===== src/rtl/mux31_rr_arbiter.sv =====
// -----------------------------------------------------------------------------
// mux31_rr_arbiter
//
// Round-robin arbiter that sequences the select lines of a shared 3:1 mux.
// Three requesters compete for the datapath. The winner receives a registered
// one-hot grant and drives the matching mux select code. The selected data word
// is registered into y together with a valid flag. A requester keeps the grant
// for at most MAX_HOLD consecutive cycles while another requester is waiting.
//
// Handshake: req[i] is a level request from source i. While grant[i] is high,
// source i owns the mux. If it drops req[i], the grant is released at the next
// edge. y/y_valid show the word that the mux selected during the previous cycle.
//
// Ports:
//   clk      in   system clock, rising edge
//   rst_n    in   asynchronous active-low reset
//   req      in   [2:0] request per source (req[i] pairs with di)
//   d0/d1/d2 in   [WIDTH-1:0] source data
//   grant    out  [2:0] one-hot registered grant, 000 when idle
//   s0/s1    out  mux select bits (00 -> d0, 01 -> d1, 10 -> d2)
//   y        out  [WIDTH-1:0] registered mux output
//   y_valid  out  y holds data from a granted source
//   busy     out  FSM state indicator, high while in GRANT
// -----------------------------------------------------------------------------
module mux31_rr_arbiter #(
    parameter int WIDTH    = 1,
    parameter int MAX_HOLD = 4
) (
    input  logic             clk,
    input  logic             rst_n,
    input  logic [2:0]       req,
    input  logic [WIDTH-1:0] d0,
    input  logic [WIDTH-1:0] d1,
    input  logic [WIDTH-1:0] d2,
    output logic [2:0]       grant,
    output logic             s0,
    output logic             s1,
    output logic [WIDTH-1:0] y,
    output logic             y_valid,
    output logic             busy
);

    localparam int HW = $clog2(MAX_HOLD + 1);
    localparam logic [HW-1:0] HOLD_MAX = HW'(MAX_HOLD);
    localparam logic [HW-1:0] HOLD_ONE = HW'(1);

    typedef enum logic {
        IDLE  = 1'b0,
        GRANT = 1'b1
    } state_t;

    state_t           state_q, state_d;
    logic [2:0]       grant_q, grant_d;
    logic [1:0]       sel_q, sel_d;     // {s1, s0}
    logic [1:0]       last_q, last_d;   // index of the most recent owner
    logic [HW-1:0]    hold_q, hold_d;
    logic [2:0]       others;
    logic [1:0]       winner;
    logic [WIDTH-1:0] mux_out;

    // Pick the first asserted request, searching last+1, last+2, last (mod 3).
    function automatic logic [1:0] rr_pick(input logic [2:0] r, input logic [1:0] last);
        logic [1:0] w;
        w = 2'd0;
        case (last)
            2'd0:    w = r[1] ? 2'd1 : (r[2] ? 2'd2 : 2'd0);
            2'd1:    w = r[2] ? 2'd2 : (r[0] ? 2'd0 : 2'd1);
            default: w = r[0] ? 2'd0 : (r[1] ? 2'd1 : 2'd2);
        endcase
        return w;
    endfunction

    function automatic logic [2:0] to_onehot(input logic [1:0] idx);
        logic [2:0] oh;
        oh = 3'b000;
        case (idx)
            2'd0:    oh = 3'b001;
            2'd1:    oh = 3'b010;
            default: oh = 3'b100;
        endcase
        return oh;
    endfunction

    // In GRANT, last_q always names the current owner, so searching from
    // last_q+1 is both the normal rotation and the "start at g+1" preemption.
    assign others = req & ~grant_q;
    assign winner = rr_pick(req, last_q);

    always_comb begin
        state_d = state_q;
        grant_d = grant_q;
        sel_d   = sel_q;
        last_d  = last_q;
        hold_d  = hold_q;
        case (state_q)
            IDLE: begin
                if (|req) begin
                    grant_d = to_onehot(winner);
                    sel_d   = winner;
                    last_d  = winner;
                    hold_d  = HOLD_ONE;
                    state_d = GRANT;
                end else begin
                    grant_d = 3'b000;
                end
            end
            GRANT: begin
                if (!(|(req & grant_q))) begin
                    // Owner released: hand over directly, no idle bubble.
                    if (|others) begin
                        grant_d = to_onehot(winner);
                        sel_d   = winner;
                        last_d  = winner;
                        hold_d  = HOLD_ONE;
                    end else begin
                        grant_d = 3'b000;
                        state_d = IDLE;
                    end
                end else if (!(|others)) begin
                    // Sole requester: keep grant, counter saturates.
                    if (hold_q != HOLD_MAX) begin
                        hold_d = hold_q + HOLD_ONE;
                    end
                end else if (hold_q == HOLD_MAX) begin
                    grant_d = to_onehot(winner);
                    sel_d   = winner;
                    last_d  = winner;
                    hold_d  = HOLD_ONE;
                end else begin
                    hold_d = hold_q + HOLD_ONE;
                end
            end
            default: begin
                state_d = IDLE;
                grant_d = 3'b000;
            end
        endcase
    end

    always_comb begin
        mux_out = d2;
        case (sel_q)
            2'b00:   mux_out = d0;
            2'b01:   mux_out = d1;
            default: mux_out = d2;
        endcase
    end

    always_ff @(posedge clk or negedge rst_n) begin
        if (!rst_n) begin
            state_q <= IDLE;
            grant_q <= 3'b000;
            sel_q   <= 2'b00;
            last_q  <= 2'd2;
            hold_q  <= '0;
            y       <= '0;
            y_valid <= 1'b0;
        end else begin
            state_q <= state_d;
            grant_q <= grant_d;
            sel_q   <= sel_d;
            last_q  <= last_d;
            hold_q  <= hold_d;
            // Capture the word selected during the cycle that just ended.
            if (grant_q != 3'b000) begin
                y       <= mux_out;
                y_valid <= 1'b1;
            end else begin
                y_valid <= 1'b0;
            end
        end
    end

    assign grant = grant_q;
    assign s0    = sel_q[0];
    assign s1    = sel_q[1];
    assign busy  = (state_q == GRANT);

endmodule

===== config.mk =====
export PLATFORM = sky130hd
export DESIGN_NAME = mux31_rr_arbiter
export DESIGN_NICKNAME = d
export VERILOG_FILES = /design/src/rtl/mux31_rr_arbiter.sv
export SDC_FILE = /design/constraint.sdc
export NUM_CORES = 1
export LEC_CHECK = 0
export BUFFER_PORTS_ARGS = -buffer_cell sky130_fd_sc_hd__buf_2
export CELL_PAD_IN_SITES_DETAIL_PLACEMENT = 0
export CELL_PAD_IN_SITES_GLOBAL_PLACEMENT = 1
export CORE_MARGIN = 5
export CORE_UTILIZATION = 30
export CTS_BUF_LIST = sky130_fd_sc_hd__clkbuf_2 sky130_fd_sc_hd__clkbuf_4 sky130_fd_sc_hd__clkbuf_8
export CTS_CLUSTER_SIZE = 30
export DETAILED_ROUTE_END_ITERATION = 16
export MAX_ROUTING_LAYER = met4
export PLACE_DENSITY_LB_ADDON = 0.1
export SYNTH_ARGS = -nofsm -noshare
export SYNTH_HDL_FRONTEND = slang
export SYNTH_SLANG_ARGS = --single-unit

===== constraint.sdc =====
create_clock -name clk -period 1.86 [get_ports clk]
set_clock_uncertainty 0.05 [all_clocks]
set_input_delay 0.279 -clock clk [delete_from_list [all_inputs] [get_ports clk]]
set_output_delay 0.279 -clock clk [all_outputs]
set_load 0.01 [all_outputs]

== After elaboration in Yosys (flattened, before gate mapping) ==
Cells that the tools add are included.
W data, S select, Z words.

* Register bits after elaboration: 13
* Input bits: 8
* Output and inout port bits: 8

* Add/subtract/negate cells: 1
* Equality and inequality tests: 11
* Mux-type cells: 33
* Bitwise gates (word level): 4
* Reductions and logical operators: 10

{| class="wikitable"
|+ Operators by type and width
! operator !! count
|-
| $mux W3 || 11
|-
| $mux W2 || 10
|-
| $pmux W3 S2 || 3
|-
| $reduce_or A3 Y1 || 3
|-
| $pmux W2 S2 || 2
|-
| $and A3 B3 Y3 || 2
|-
| $eq A2 B1 Y1 const B || 3
|-
| $logic_not A2 Y1 || 3
|-
| $ne A3 B1 Y1 const B || 2
|-
| $ne A3 B2 Y1 const B || 2
|-
| $reduce_and A3 Y1 || 2
|-
| $mux W1 || 5
|-
| $pmux W1 S2 || 2
|-
| $add A3 B1 Y3 const B || 1
|-
| $eq A3 B3 Y1 const B || 1
|-
| $ne A3 B3 Y1 const B || 1
|-
| $not A3 Y3 || 1
|-
| $reduce_bool A3 Y1 || 1
|-
| $ne A2 B1 Y1 const B || 1
|-
| $ne A2 B2 Y1 const B || 1
|-
| $reduce_and A2 Y1 || 1
|-
| $not A1 Y1 || 1
|}

== Depth between registers and ports, before layout ==
* Depth after elaboration: 9
* Mapped depth: 5
* Gate-level depth less buffers: 5

== Worst setup path before layout ==
Ideal clock, no wire load.

* Path kind: reg-to-reg
* From: register grant_q[1] (netlist: grant[1])
* To: register hold_q[0]
* Arrival time: 1,556 ps
* Required time: 1,685 ps
* Setup slack: 129 ps
* Cell stages (with the launch flop): 5
* Path buffers: 0
* Path through: dfrtp_1 nor2b_4 or4b_4 o21ai_4 mux2_4

* Cells in the longest elaborated chain, start to end: 6
* Elaborated cells on any way between the ends: 11

{| class="wikitable"
|+ Ends and longest elaborated chain
! element !! line !! RTL
|-
| start: declaration || 53 || <nowiki>logic [2:0] grant_q, grant_d;</nowiki>
|-
| start signal: assignment || 160 || <nowiki>grant_q <= grant_d;</nowiki>
|-
| $not A3 Y3 || 86 || <nowiki>assign others = req & ~grant_q;</nowiki>
|-
| $and A3 B3 Y3 || 86 ||
|-
| $reduce_or A3 Y1 || 110, 119 ||
|-
| $mux W3 || 119 || <nowiki>end else if (!(|others)) begin</nowiki>
|-
| $mux W3 || 108 || <nowiki>if (!(|(req & grant_q))) begin</nowiki>
|-
| $pmux W3 S2 || 95 || <nowiki>case (state_q)</nowiki>
|-
| end signal: assignment || 163 || <nowiki>hold_q <= hold_d;</nowiki>
|-
| end: declaration || 56 || <nowiki>logic [HW-1:0] hold_q, hold_d;</nowiki>
|}

Several ways; a longest one is shown, not always the timed one.
A chain may end at the register's enable or synchronous reset.

== Worst setup path after layout ==
* From: register grant_q[2] (netlist: grant[2])
* To: register hold_q[0]

The elaborated chain is that of the path after synthesis.

==> results.yml <==
finish:
  drive_gt1_share_pct: 42.4
  num-nets-final: 96
  mostFrequentLayoutCell: "buf_2"
  diodes: 0
  stdcell_count: 113
  mostFrequentLayoutCells: "buf_2, dfrtp_1, inv_1, nor2b_1"
  syn_to_final_growth_pct: 25.4
yosys:
  yosys_warnings: 0
  syn-instance-count: 62
  ys_ff_latch: 12
  avgSynthCellArea_um2: 11.4
  syn_area_um2: 704
  yosysUniqueCellTypes: 36
  ys_seq_area_share_pct: 42.8
  synth_fp_nets: 72
critical_path:
  reg2reg_to: "hold_q[0]$_DFFE_PN0P_"
  cp-endpoint: "hold_q[0]$_DFFE_PN0P_"
  required_ns: 1.96
  r2r-start: "grant[2]$_DFFE_PN0P_"
  reg2reg_slack_ns: 0.08
  critical_path_arrival_ns: 1.89
  worstPathMaxFanout: 5
  crit_type: "flop to flop"
  startpoint_type: "flop"
  crit_path_end_kind: "flop"
  startpoint: "grant[2]$_DFFE_PN0P_"
  r2r_cells: 4
timing:
  rsz0062_at_grt: "no"
  finalHoldViolations: 0
  maxSlewViolCount: 0
  tightestPinTransition_ns: 0.431
  relSlewSlack_pct: 71.0
  fmax_mhz: 561
  final-setup-viol-count: 0
  period_minus_slack_ns: 1.78
  fin_tns_setup_ns: 0
  finalCritPeriodShare_pct: 95.9
clock_tree:
  clk_pin_slew_worst_paths_ns: 0.08
  cts_resized: 0
  clkSinkCount: 12
  clockBufferDepth: 2
  htreeDepth: 1
  root_buffer: "clkbuf_4"
  clock_latency_ns: 0.27
  cts_made_buffers: 3
  cts_tree: "built"
global_route:
  grtUsageTotal_pct: 10.6
  antenna_found_initial: 0
  grt_max_degree: 13
  grt_pass1_wl_mm: 2.70
  grt_pass1_vias: 545
  overflow: 0
flow_run:
  cap_violations: 0
power:
  combPwrFrac_pct: 50.3
  pwr-share-seq_pct: 35.6
  switchingPower_uw: 555
  ir_drop_v: 0.000770
  power.density_nw_per_um2: 1640
  power.static_leakage_uw: 0.000419
  pwr-share-clk_pct: 14.1
  power_uw: 1450
  internal_power_uw: 896
  p_sw_share_pct: 38.2
floorplanning:
  top_level_ports: 16
  die_w_um: 58.5
  num_rows: 17
  die_y_um: 58.5
  start_util_pct: 31.5
  coreArea_um2: 2230
  die_area_um2: 3420
worst_hold_path:
  min_path_type: "primary input to flop"
detailed_routing:
  post-route-drc-count: 0
  vias: 563
  postRouteAntennaNets: 0
  viasPerCell: 4.98
  wl_mm: 1.57
  avgRoutedWirePerCell_um: 13.9
  first_pass_iters: 4
  drt-initial-drc-count: 14
status:
  status: "complete, no violations"
placement:
  dp_hpwl_mm: 1.19
  dp_cells: 108
  io_buffers: 15
  place.gp.congestion: 0.702
==> stage by stage <==
| stage | setup slack [ns] | utilization (%) | hold slack [ns] | area [um^2] |
|---|---|---|---|---|
| after floorplan | 0.129 | - | -0.0666 | 704 |
| after CTS | 0.0732 | 39.6 | 0.292 | 883 |
| after global routing | 0.00181 | 39.6 | 0.297 | 883 |
| after detailed placement | 0.0446 | 37.5 | 0.125 | 837 |
| after global placement | 0.0381 | 37.5 | 0.123 | 837 |
| final | 0.0764 | 39.6 | 0.296 | 883 |
==> final cells by class <==
type	count	area, um^2
clock buffers	4	36.3
fillers	245	1350
inverters	5	18.8
multi-input cells	45	384
flip-flops and latches	12	302
well taps	28	35.0
repair buffers	19	108
==> sequential cells by signal, indices dropped and copies added, names as in the netlist <==
name     cells
last_q       1
grant        3
y            1
sel_q        2
hold_q       3
busy         1
y_valid      1
==> worst min path at each step <==
stage / start / to / slack (ns) / cells past startpoint
after floorplan: rst_n / busy$_DFF_PN0_ / -0.07 / 0
after global placement: rst_n / hold_q[1]$_DFFE_PN0P_ / 0.12 / 1
after detailed placement: rst_n / hold_q[1]$_DFFE_PN0P_ / 0.12 / 1
after CTS: d2 / y$_DFFE_PN0P_ / 0.29 / 4
after global routing: d2 / y$_DFFE_PN0P_ / 0.30 / 4
final: d2 / y$_DFFE_PN0P_ / 0.30 / 4
==> layer usage <==
layer	track usage, %	vias to the layer above	share of wire, %
met5	-	-	0
met2	12.9	18	39
met1	16.0	264	52
met4	4.97	0	0.76
li1	-	279	-
met3	2.19	2	7.8
==> worst max-delay path, cell delays in order, from the launching register on <==
cell and delay, ns:
dfrtp_1 0.44, nor2b_1 0.10, or4b_4 0.55, o21ai_4 0.22, mux2_4 0.32
==> power by group through the flow <==
stage / Combinational (uW) / Clock (uW) / Sequential (uW)
6_report: 730 / 204 / 517
2_1_floorplan: 481 / 0 / 530
3_3_place_gp: 735 / 0 / 517
3_5_place_dp: 729 / 0 / 521
4_1_cts: 740 / 211 / 516
5_1_grt: 820 / 224 / 541
==> what timing repair did <==
item                       4_1_cts  5_1_grt
setup buffers                    0        0
hold endpoints to repair        11        0
setup endpoints to repair        0        1
hold buffers                     1        0
==> synth_stat cells <==
cell / n / area, um^2
dfrtp_1: 11 / 275
inv_1: 5 / 18.8
nor2b_1: 5 / 31.3
mux2_2: 3 / 33.8
mux2i_1: 3 / 30.0
nand2_1: 3 / 11.3
ha_1: 2 / 25.0
nor2_1: 2 / 7.51
a21o_2: 1 / 8.76
a21oi_1: 1 / 5.00
a21oi_2: 1 / 8.76
a221o_2: 1 / 11.3
a222oi_1: 1 / 10.0
a22o_1: 1 / 8.76
a31oi_1: 1 / 6.26
a32o_1: 1 / 10.0
and2_4: 1 / 8.76
and3b_1: 1 / 8.76
dfstp_2: 1 / 26.3
mux2_4: 1 / 15.0
nand3_1: 1 / 5.00
nand3b_1: 1 / 7.51
nor2b_4: 1 / 13.8
nor3_1: 1 / 5.00
nor4_1: 1 / 6.26
o211a_1: 1 / 10.0
o21ai_0: 1 / 5.00
o21ai_4: 1 / 16.3
o22a_1: 1 / 8.76
o22ai_2: 1 / 12.5
o2bb2ai_1: 1 / 8.76
o311ai_0: 1 / 8.76
or2b_1: 1 / 7.51
or3_1: 1 / 6.26
or3b_2: 1 / 8.76
or4b_4: 1 / 13.8
==> cell families after synthesis <==
family / share of synthesized area (%)
compound gates: 19.7
fa+ha+maj: 3.55
buf+inv: 2.66
flops: 42.8
mux: 11.2
simple gates: 20.1
No activity file was read; power rests on OpenSTA's default activity.
